$ cat config.mk
export PLATFORM = sky130hd
export DESIGN_NAME = pwm_capture
export DESIGN_NICKNAME = d
export VERILOG_FILES = /design/src/rtl/pwm_capture.sv
export SDC_FILE = /design/constraint.sdc
export NUM_CORES = 1
export LEC_CHECK = 0
export CORE_UTILIZATION = 63
export CTS_CLUSTER_DIAMETER = 100
export DETAILED_ROUTE_END_ITERATION = 10
export PLACE_DENSITY = 0.89
export SETUP_SLACK_MARGIN = 0.05
export SYNTH_ARGS = -nofsm -noshare
export SYNTH_HDL_FRONTEND = slang
export SYNTH_SLANG_ARGS = --single-unit
$ cat constraint.sdc
create_clock -name clk -period 8.3 [get_ports clk]
set_clock_uncertainty 0.1 [all_clocks]
set_input_delay 1.66 -clock clk [delete_from_list [all_inputs] [get_ports clk]]
set_output_delay 1.66 -clock clk [all_outputs]
set_load 0.01 [all_outputs]
$ cat src/rtl/pwm_capture.sv
// rtl/pwm_capture.sv - PWM period / high-time / duty measurement stage
//
// Purpose:
//   Samples an asynchronous PWM line, measures period and high time in clk
//   cycles between consecutive rising edges, and derives an 8-bit (by
//   default) duty code floor(high*(2^DUTY_WIDTH-1)/period) with a restoring
//   divider that retires one quotient bit per cycle.
//
//   Optional build macro: PWM_CAPTURE_AVG_EN
//     When defined, four consecutive measurements are summed and divided by 4
//     (by shift) before the divider, so a result is produced once per four
//     periods.
//
// Ports:
//   clk        in   system clock
//   reset      in   asynchronous active-low reset
//   enable     in   measurement enable; low aborts and returns to IDLE
//   pwm_in     in   PWM line, asynchronous to clk
//   period     out  last measured period in clk cycles (0 after timeout)
//   high_time  out  last measured high time in clk cycles (0 after timeout)
//   duty       out  scaled duty code
//   valid      out  one-cycle pulse when period/high_time/duty update
//   timeout    out  line stuck; held until the next valid measurement
//   overrun    out  sticky; a measurement was dropped while the divider was busy

module pwm_capture #(
    parameter int CNT_WIDTH      = 32,
    parameter int DUTY_WIDTH     = 8,
    parameter int TIMEOUT_CYCLES = 100000000
) (
    input  logic                  clk,
    input  logic                  reset,
    input  logic                  enable,
    input  logic                  pwm_in,
    output logic [CNT_WIDTH-1:0]  period,
    output logic [CNT_WIDTH-1:0]  high_time,
    output logic [DUTY_WIDTH-1:0] duty,
    output logic                  valid,
    output logic                  timeout,
    output logic                  overrun
);

    localparam int NUM_W  = CNT_WIDTH + DUTY_WIDTH;
    localparam int STEP_W = (DUTY_WIDTH > 1) ? $clog2(DUTY_WIDTH) : 1;

    localparam logic [CNT_WIDTH-1:0]  TO_LIMIT  = CNT_WIDTH'(TIMEOUT_CYCLES);
    localparam logic [CNT_WIDTH-1:0]  CNT_MAX   = '1;
    localparam logic [CNT_WIDTH-1:0]  CNT_ONE   = CNT_WIDTH'(1);
    localparam logic [DUTY_WIDTH-1:0] DUTY_FULL = '1;
    localparam logic [STEP_W-1:0]     STEP_LAST = STEP_W'(DUTY_WIDTH - 1);

    typedef enum logic [2:0] {
        S_IDLE,
        S_ARM,
        S_MEASURE,
        S_DIVIDE,
        S_UPDATE
    } state_t;

    state_t r_state;

    // Input synchronizer; r_dly is the previous synchronized value so that
    // rise and fall are both detected with the same latency.
    logic r_sync1;
    logic r_sync2;
    logic r_dly;

    logic [CNT_WIDTH-1:0]  r_count;     // cycles since the last detected rise
    logic [CNT_WIDTH-1:0]  r_quiet;     // cycles since any detected edge
    logic                  r_to_done;   // timeout already reported for this stuck episode
    logic [CNT_WIDTH-1:0]  r_high_lat;  // high count latched at the falling edge

    logic [CNT_WIDTH-1:0]  r_per_snap;
    logic [CNT_WIDTH-1:0]  r_high_snap;
    logic [NUM_W-1:0]      r_num;
    logic [DUTY_WIDTH-1:0] r_quo;
    logic [STEP_W-1:0]     r_step;

`ifdef PWM_CAPTURE_AVG_EN
    logic [CNT_WIDTH+1:0]  r_acc_per;
    logic [CNT_WIDTH+1:0]  r_acc_high;
    logic [1:0]            r_acc_n;
    logic [CNT_WIDTH+1:0]  w_sum_per;
    logic [CNT_WIDTH+1:0]  w_sum_high;
`endif

    logic                  w_rise;
    logic                  w_fall;
    logic                  w_edge;
    logic [CNT_WIDTH-1:0]  w_count_next;
    logic [CNT_WIDTH-1:0]  w_quiet_next;
    logic                  w_to_hit;
    logic                  w_snap_go;
    logic [CNT_WIDTH-1:0]  w_snap_per;
    logic [CNT_WIDTH-1:0]  w_snap_high;
    logic [NUM_W-1:0]      w_num_init;
    logic [NUM_W-1:0]      w_den_sh;
    logic                  w_ge;

    assign w_rise = r_sync2 & ~r_dly;
    assign w_fall = ~r_sync2 & r_dly;
    assign w_edge = w_rise | w_fall;

    // Both counters saturate rather than wrap.
    assign w_count_next = (r_count == CNT_MAX) ? r_count : r_count + CNT_ONE;
    assign w_quiet_next = (r_quiet >= TO_LIMIT) ? TO_LIMIT : r_quiet + CNT_ONE;

    // Timeout fires once per stuck episode; any edge in the same cycle wins.
    assign w_to_hit = ~w_edge & ~r_to_done & (w_quiet_next == TO_LIMIT);

`ifdef PWM_CAPTURE_AVG_EN
    assign w_sum_per  = r_acc_per  + {2'b00, r_count};
    assign w_sum_high = r_acc_high + {2'b00, r_high_lat};
    assign w_snap_go   = (r_acc_n == 2'd3);
    assign w_snap_per  = w_sum_per[CNT_WIDTH+1:2];
    assign w_snap_high = w_sum_high[CNT_WIDTH+1:2];
`else
    assign w_snap_go   = 1'b1;
    assign w_snap_per  = r_count;
    assign w_snap_high = r_high_lat;
`endif

    // high * (2^DUTY_WIDTH - 1) without a multiplier.
    assign w_num_init = (NUM_W'(w_snap_high) << DUTY_WIDTH) - NUM_W'(w_snap_high);

    // Restoring division trial: compare against the divisor aligned to bit r_step.
    assign w_den_sh = NUM_W'(r_per_snap) << r_step;
    assign w_ge     = (r_num >= w_den_sh);

    always_ff @(posedge clk or negedge reset) begin
        if (!reset) begin
            r_state     <= S_IDLE;
            r_sync1     <= 1'b0;
            r_sync2     <= 1'b0;
            r_dly       <= 1'b0;
            r_count     <= '0;
            r_quiet     <= '0;
            r_to_done   <= 1'b0;
            r_high_lat  <= '0;
            r_per_snap  <= '0;
            r_high_snap <= '0;
            r_num       <= '0;
            r_quo       <= '0;
            r_step      <= '0;
`ifdef PWM_CAPTURE_AVG_EN
            r_acc_per   <= '0;
            r_acc_high  <= '0;
            r_acc_n     <= '0;
`endif
            period      <= '0;
            high_time   <= '0;
            duty        <= '0;
            valid       <= 1'b0;
            timeout     <= 1'b0;
            overrun     <= 1'b0;
        end else begin
            r_sync1 <= pwm_in;
            r_sync2 <= r_sync1;
            r_dly   <= r_sync2;
            valid   <= 1'b0;

            if (!enable) begin
                // Abort everything; published results are left untouched.
                r_state    <= S_IDLE;
                r_count    <= '0;
                r_quiet    <= '0;
                r_to_done  <= 1'b0;
                r_high_lat <= '0;
                overrun    <= 1'b0;
`ifdef PWM_CAPTURE_AVG_EN
                r_acc_per  <= '0;
                r_acc_high <= '0;
                r_acc_n    <= '0;
`endif
            end else begin
                if (w_edge) begin
                    r_quiet   <= '0;
                    r_to_done <= 1'b0;
                end else begin
                    r_quiet <= w_quiet_next;
                end

                // The period count restarts on every rise, including rises
                // dropped while the divider is busy, so the next accepted
                // measurement still covers exactly one period.
                if (w_rise) begin
                    r_count    <= CNT_ONE;
                    r_high_lat <= '0;
                end else begin
                    r_count <= w_count_next;
                    if (w_fall) begin
                        r_high_lat <= r_count;
                    end
                end

                case (r_state)
                    S_IDLE: begin
                        r_state <= S_ARM;
                    end

                    S_ARM, S_MEASURE: begin
                        if (w_rise) begin
                            if (r_state == S_ARM) begin
                                // First rise only opens a measurement window.
                                r_state <= S_MEASURE;
                            end else begin
`ifdef PWM_CAPTURE_AVG_EN
                                if (w_snap_go) begin
                                    r_acc_per  <= '0;
                                    r_acc_high <= '0;
                                    r_acc_n    <= '0;
                                end else begin
                                    r_acc_per  <= w_sum_per;
                                    r_acc_high <= w_sum_high;
                                    r_acc_n    <= r_acc_n + 2'd1;
                                end
`endif
                                if (w_snap_go) begin
                                    r_per_snap  <= w_snap_per;
                                    r_high_snap <= w_snap_high;
                                    r_num       <= w_num_init;
                                    r_quo       <= '0;
                                    r_step      <= STEP_LAST;
                                    r_state     <= S_DIVIDE;
                                end
                            end
                        end else if (w_to_hit) begin
                            period     <= '0;
                            high_time  <= '0;
                            duty       <= r_sync2 ? DUTY_FULL : '0;
                            valid      <= 1'b1;
                            timeout    <= 1'b1;
                            r_to_done  <= 1'b1;
                            r_count    <= '0;
                            r_high_lat <= '0;
`ifdef PWM_CAPTURE_AVG_EN
                            r_acc_per  <= '0;
                            r_acc_high <= '0;
                            r_acc_n    <= '0;
`endif
                            r_state    <= S_ARM;
                        end
                    end

                    S_DIVIDE: begin
                        if (w_rise) begin
                            overrun <= 1'b1;
                        end
                        if (w_ge) begin
                            r_num        <= r_num - w_den_sh;
                            r_quo[r_step] <= 1'b1;
                        end
                        if (r_step == '0) begin
                            r_state <= S_UPDATE;
                        end else begin
                            r_step <= r_step - 1'b1;
                        end
                    end

                    S_UPDATE: begin
                        if (w_rise) begin
                            overrun <= 1'b1;
                        end
                        period    <= r_per_snap;
                        high_time <= r_high_snap;
                        duty      <= r_quo;
                        valid     <= 1'b1;
                        timeout   <= 1'b0;
                        r_state   <= S_MEASURE;
                    end

                    default: begin
                        r_state <= S_IDLE;
                    end
                endcase
            end
        end
    end

endmodule
# ---- Yosys cells after proc, flatten, opt, wreduce, memory -nomap -nowiden
# Cells that the tools add are included.
# Widths: inputs -> output; s select.
dict set report word_totals {
  reg_bits 293
  latchBits 0
  ramBits 0
  rom_bits 0
  input_bits 4
  output_inout_bits 75
  wordCells 127
  memories 0
}
dict set report op_classes {
  addsub 5
  n_mul 0
  n_div 0
  order_cmp 4
  eq_ne 16
  shift 1
  n_mux 58
  bitwise 11
  n_reduce_logical 13
}
# cell count
set ops {}
lappend ops {{$mux 32} 17}
lappend ops {{$pmux 32 s2} 2}
lappend ops {{$mux 40} 3}
lappend ops {{$pmux 40 s2} 1}
lappend ops {{$add 32x1->32 const B} 2}
lappend ops {{$mux 8} 6}
lappend ops {{$ge 40x40->1} 1}
lappend ops {{$shl 32x3->40} 1}
lappend ops {{$sub 40x32->40} 1}
lappend ops {{$sub 40x40->40} 1}
lappend ops {{$eq 32x27->1 const B} 1}
lappend ops {{$eq 32x32->1 const B} 1}
lappend ops {{$ge 32x27->1 const B} 1}
lappend ops {{$pmux 8 s2} 2}
lappend ops {{$mux 3} 7}
lappend ops {{$mux 1} 15}
lappend ops {{$ne 2x2->1 const B} 7}
lappend ops {{$pmux 3 s4} 1}
lappend ops {{$reduce_and 5->1} 2}
lappend ops {{$or 8x8->8} 1}
lappend ops {{$reduce_and 4->1} 2}
lappend ops {{$eq 3x2->1 const B} 2}
lappend ops {{$logic_not 3->1} 2}
lappend ops {{$pmux 3 s2} 1}
lappend ops {{17 further kinds} 28}

# ---- Depth between registers and ports, before layout
dict set report depth {
  ltp_word 10
  depth_mapped 19
  ltp_nobuf 15
}

# ---- Least setup slack after synthesis
# OpenSTA, ideal clock, no wires.
dict set report synth_timing {
  kind {register -> register}
  from {register r_step[0]}
  to {register r_num[32]}
  setup_ps 141
  t_arrival_ps 3907
  required_time_ps 8059
  path_slack_ps 4151
  path_stages_with_launch 17
  n_path_buf 5
  synth_period_minus_slack_ps 4149
  cell_sequence {dfrtp_1 clkbuf_1 buf_1 mux4_2 mux2i_1 ha_1 clkbuf_1 a21oi_1 nor3b_1 o2111ai_1 nand3_1 a41oi_1 a21boi_1 nand2_1 clkbuf_1 clkbuf_1 o221ai_1}
}
dict set report synth_between {
  elab_chain_cells 4
  elab_cells_between_ends 7
  cone_classes {add/sub (1); order compare (1); eq/ne (1); shift (1); mux (2); reduce/logical (1)}
}
# item line
set synth_rtl {}
lappend synth_rtl {{start: declaration} 77} ;# logic [STEP_W-1:0] r_step;
lappend synth_rtl {{start signal: assignment} 256} ;# r_step <= r_step - 1'b1;
lappend synth_rtl {{$shl 32x3->40 (*)} 127} ;# assign w_den_sh = NUM_W'(r_per_snap) << r_step;
lappend synth_rtl {{$sub 40x40->40 or $ge 40x40->1 (tied branches)} {250, 128}}
lappend synth_rtl {{$mux 40 or $ne 2x2->1 (tied branches)} --}
lappend synth_rtl {{$pmux 40 s2 or $reduce_and 5->1 (tied branches)} --}
lappend synth_rtl {{end signal: assignment} 221} ;# r_num <= w_num_init;
lappend synth_rtl {{end signal: assignment} 250} ;# r_num <= r_num - w_den_sh;
lappend synth_rtl {{end: declaration} 75} ;# logic [NUM_W-1:0] r_num;
# Every way passes the cells marked *; elsewhere a longest branch is shown, timed or not. The select of a mux whose other input is x is not followed.
# A chain may end at the register's enable or synchronous reset.

==> reports/qor.yml <==
status: "complete, no violations"
hold_buffers: 0
antenna_left: 0
htree_levels: 1
dr.first_iter.drc_count: 1690
synth_top_area_frac: 0.416
grt_antenna_before_repair: 0
synthArstFlopShare: 1.00
cts_max_path_buffers: 3
cts_sinks: 293
synth_edf_count: 0
drive_above_1_share: 0.0557
grt_overflow: 0
relSlewSlack: 0.209
cts_root_buffer: "clkbuf_16"
fin_ws_ns: 2.59
via_per_inst: 6.42
netlist-cell-type-count: 74
io_pins: 79
wl_per_cell_um: 21.2
cts_resized: 0
synth_area_per_cell_sq_um: 8.73
start_kind: "register"
synth_top_flop_cell: "dfrtp_1"
ir_drop_mv: 0.206
p_per_area_nw_per_um2: 206
grtUsageTotal: 0.364
syn_inst: 2021
power_mw: 4.02
dp_hpwl_um: 36000
final_util: 0.719
grt_pass1_vias: 14900
drt_pass1_iterations: 6
finalMaxSlewViolations: 0
path_clk_slew_ns: 0.06
finalSetupViolCount: 0
cts_tree: "done"
holdWs_ns: 0.257
yosysTopAreaCell: "dfrtp_1"
start_util: 0.649
synthToLayoutAreaGrowth_pct: 10.8
grt_pass1_wl_um: 81500
clk_latency_ns: 0.59
leakage_nw: 8.65
final_nets: 2106
clock.fmax_mhz: 175
cts_setup_buffers: 0
std_cell_rows: 60
fin_crit_ns: 5.71
crit_arrival_ns: 6.06
die-height_um: 169
grt_max_degree: 182
cp_max_fo: 67
diodes: 0
path_class: "reg2reg"
grt_setup_unrepaired: "false"
drt-total-wl_um: 51200
worst-endpoint-required_ns: 8.65
hold_viol: 0
seq_area_frac_synth: 0.416
via_count: 15500
ys_ff_latch: 293
core-area_sq_um: 27200
die_area_sq_um: 28700
synth.cell_area_sq_um: 17600
die_w_um: 169
place_congestion: 1.01
hold_path_class: "reg2reg"
yosys_warnings: 0
finalCritPeriodShare: 0.688
pre_cts_ws_ns: 2.72
yosys-top-cells-area: "dfrtp_1 42%, nand2_1 8.1%, ha_1 5.0%"
drc: 0
port_buffers: 78
cap_violations: 0
cts_inserted_buffers: 30
tns_ns: 0
worst_pin_slew_ns: 1.19
end_kind: "register"
-- final timing paths --
path | startpoint | endpoint | slack [ns] | depth (start not counted)
setup / recovery | r_step[0] | r_per_snap[23] | 2.59 | 15
hold / removal | r_sync1 | r_sync2 | 0.26 | 0
setup reg to reg | r_step[0] | r_per_snap[23] | 2.59 | 15
hold reg to reg | r_sync1 | r_sync2 | 0.26 | 0
max in group asynchronous | reset | r_num[12] | 5.66 | 2
min in group asynchronous | reset | r_quiet[13] | 1.02 | 1
-- registers in the layout, indices dropped and copies added, names as in the netlist --
signal / count
r_state: 3
duty: 8
overrun: 1
r_count: 32
r_num: 40
r_sync2: 1
r_quiet: 32
period: 32
timeout: 1
r_dly: 1
r_step: 3
r_to_done: 1
r_high_snap: 32
r_quo: 8
r_sync1: 1
high_time: 32
r_per_snap: 32
r_high_lat: 32
valid: 1
-- area by class of cell --
type / instances / area (sq um)
fill: 2035 / 7640
inverter: 71 / 267
clock buffer: 38 / 831
clock inverter: 12 / 171
sequential: 293 / 7330
timing repair buffer: 93 / 911
multi-input combinational: 1541 / 9560
tap: 372 / 465
-- metrics by stage --
| step | area (sq um) | instances |
|---|---|---|
| floorplan | 17700 | 2025 |
| finish | 19500 | 2420 |
| CTS | 19500 | 2420 |
| global route | 19500 | 2420 |
| global placement | 18500 | 2370 |
| detailed placement | 18500 | 2370 |
-- placed cells by master, fill, tap and decap left out, drive strengths merged, types with 10 or more instances in the layout --
| cell type | synthesis | layout |
|---|---|---|
| nor2b | 17 | 17 |
| a211oi | 10 | 10 |
| o21ai | 154 | 154 |
| mux4 | 26 | 26 |
| xnor2 | 60 | 60 |
| a221oi | 10 | 10 |
| ha | 71 | 71 |
| nand2b | 11 | 11 |
| nand2 | 381 | 381 |
| inv | 71 | 71 |
| dfrtp | 293 | 293 |
| and2 | 11 | 11 |
| a21oi | 141 | 141 |
| or3 | 14 | 14 |
| o21a | 13 | 13 |
| clkbuf | 95 | 38 |
| nand4 | 41 | 41 |
| nor4 | 11 | 11 |
| xor2 | 62 | 62 |
| buf | 25 | 16 |
| nor2 | 193 | 193 |
| clkdlybuf4s50 | 0 | 77 |
| and3 | 17 | 17 |
| mux2i | 70 | 70 |
| nor3 | 24 | 24 |
| a31oi | 19 | 19 |
| a21o | 28 | 28 |
| nand3 | 42 | 42 |
-- where the power goes --
part / switching [mW] / internal [mW]
combinational: 0.663 / 0.425
sequential: 0.0590 / 1.50
clock: 0.581 / 0.798
-- critical path, stage by stage (launching register included) --
cell and delay [ns]:
dfrtp_2 0.48, buf_4 0.50, mux4_2 0.58, mux2i_1 0.23, ha_1 0.28, nand4_1 0.16, a211oi_1 0.39, o21ai_0 0.15
a21boi_1 0.38, o2111ai_1 0.28, a21boi_4 0.20, buf_4 0.53, nand2_2 0.48, buf_4 0.46, nand2_1 0.17, o21ai_0 0.10
-- layer usage --
metal | global-route usage | vias up | routed length, um | share of wire
li1 | - | 7041 | - | -
met3 | 0.0618 | 161 | 4550 | 0.089
met2 | 0.583 | 798 | 23700 | 0.46
met5 | 0 | - | 0 | 0
met4 | 0.154 | 0 | 2260 | 0.044
met1 | 0.493 | 7526 | 20800 | 0.41
-- synthesized netlist by cell type (5+ instances only) --
| library cell | number |
|---|---|
| mux2i_1 | 70 |
| nand2_1 | 380 |
| nor2_1 | 192 |
| or3_1 | 14 |
| o211ai_1 | 8 |
| a2111oi_0 | 5 |
| nand4_1 | 41 |
| buf_2 | 11 |
| buf_1 | 5 |
| o21bai_1 | 8 |
| xnor2_1 | 60 |
| mux4_2 | 26 |
| nor3b_1 | 6 |
| inv_1 | 70 |
| o21ai_0 | 153 |
| buf_6 | 8 |
| and2_1 | 11 |
| a211oi_1 | 10 |
| dfrtp_1 | 293 |
| nand3_1 | 42 |
| nand2b_1 | 11 |
| ha_1 | 71 |
| nor4_1 | 10 |
| o31ai_1 | 7 |
| o21a_1 | 13 |
| nor3_1 | 24 |
| nand3b_1 | 6 |
| and4_1 | 8 |
| a31oi_1 | 19 |
| nor2b_1 | 17 |
| clkbuf_2 | 5 |
| a21o_1 | 27 |
| xor2_1 | 62 |
| a221oi_1 | 10 |
| and3_1 | 17 |
| a21oi_1 | 141 |
| clkbuf_1 | 90 |
-- kinds of logic after synthesis --
kind of cell / count (synthesis) / share of synthesized area
AOI/OAI and AO/OA: 448 / 0.152
xor gates and xnor gates: 122 / 0.0606
DFF: 293 / 0.416
buffers and inverters: 191 / 0.0454
adders and majority gates: 72 / 0.0515
muxes: 97 / 0.0735
and+or+nand+nor: 797 / 0.201
other: 1 / 0.000213
(Power assumes the default switching activity.)
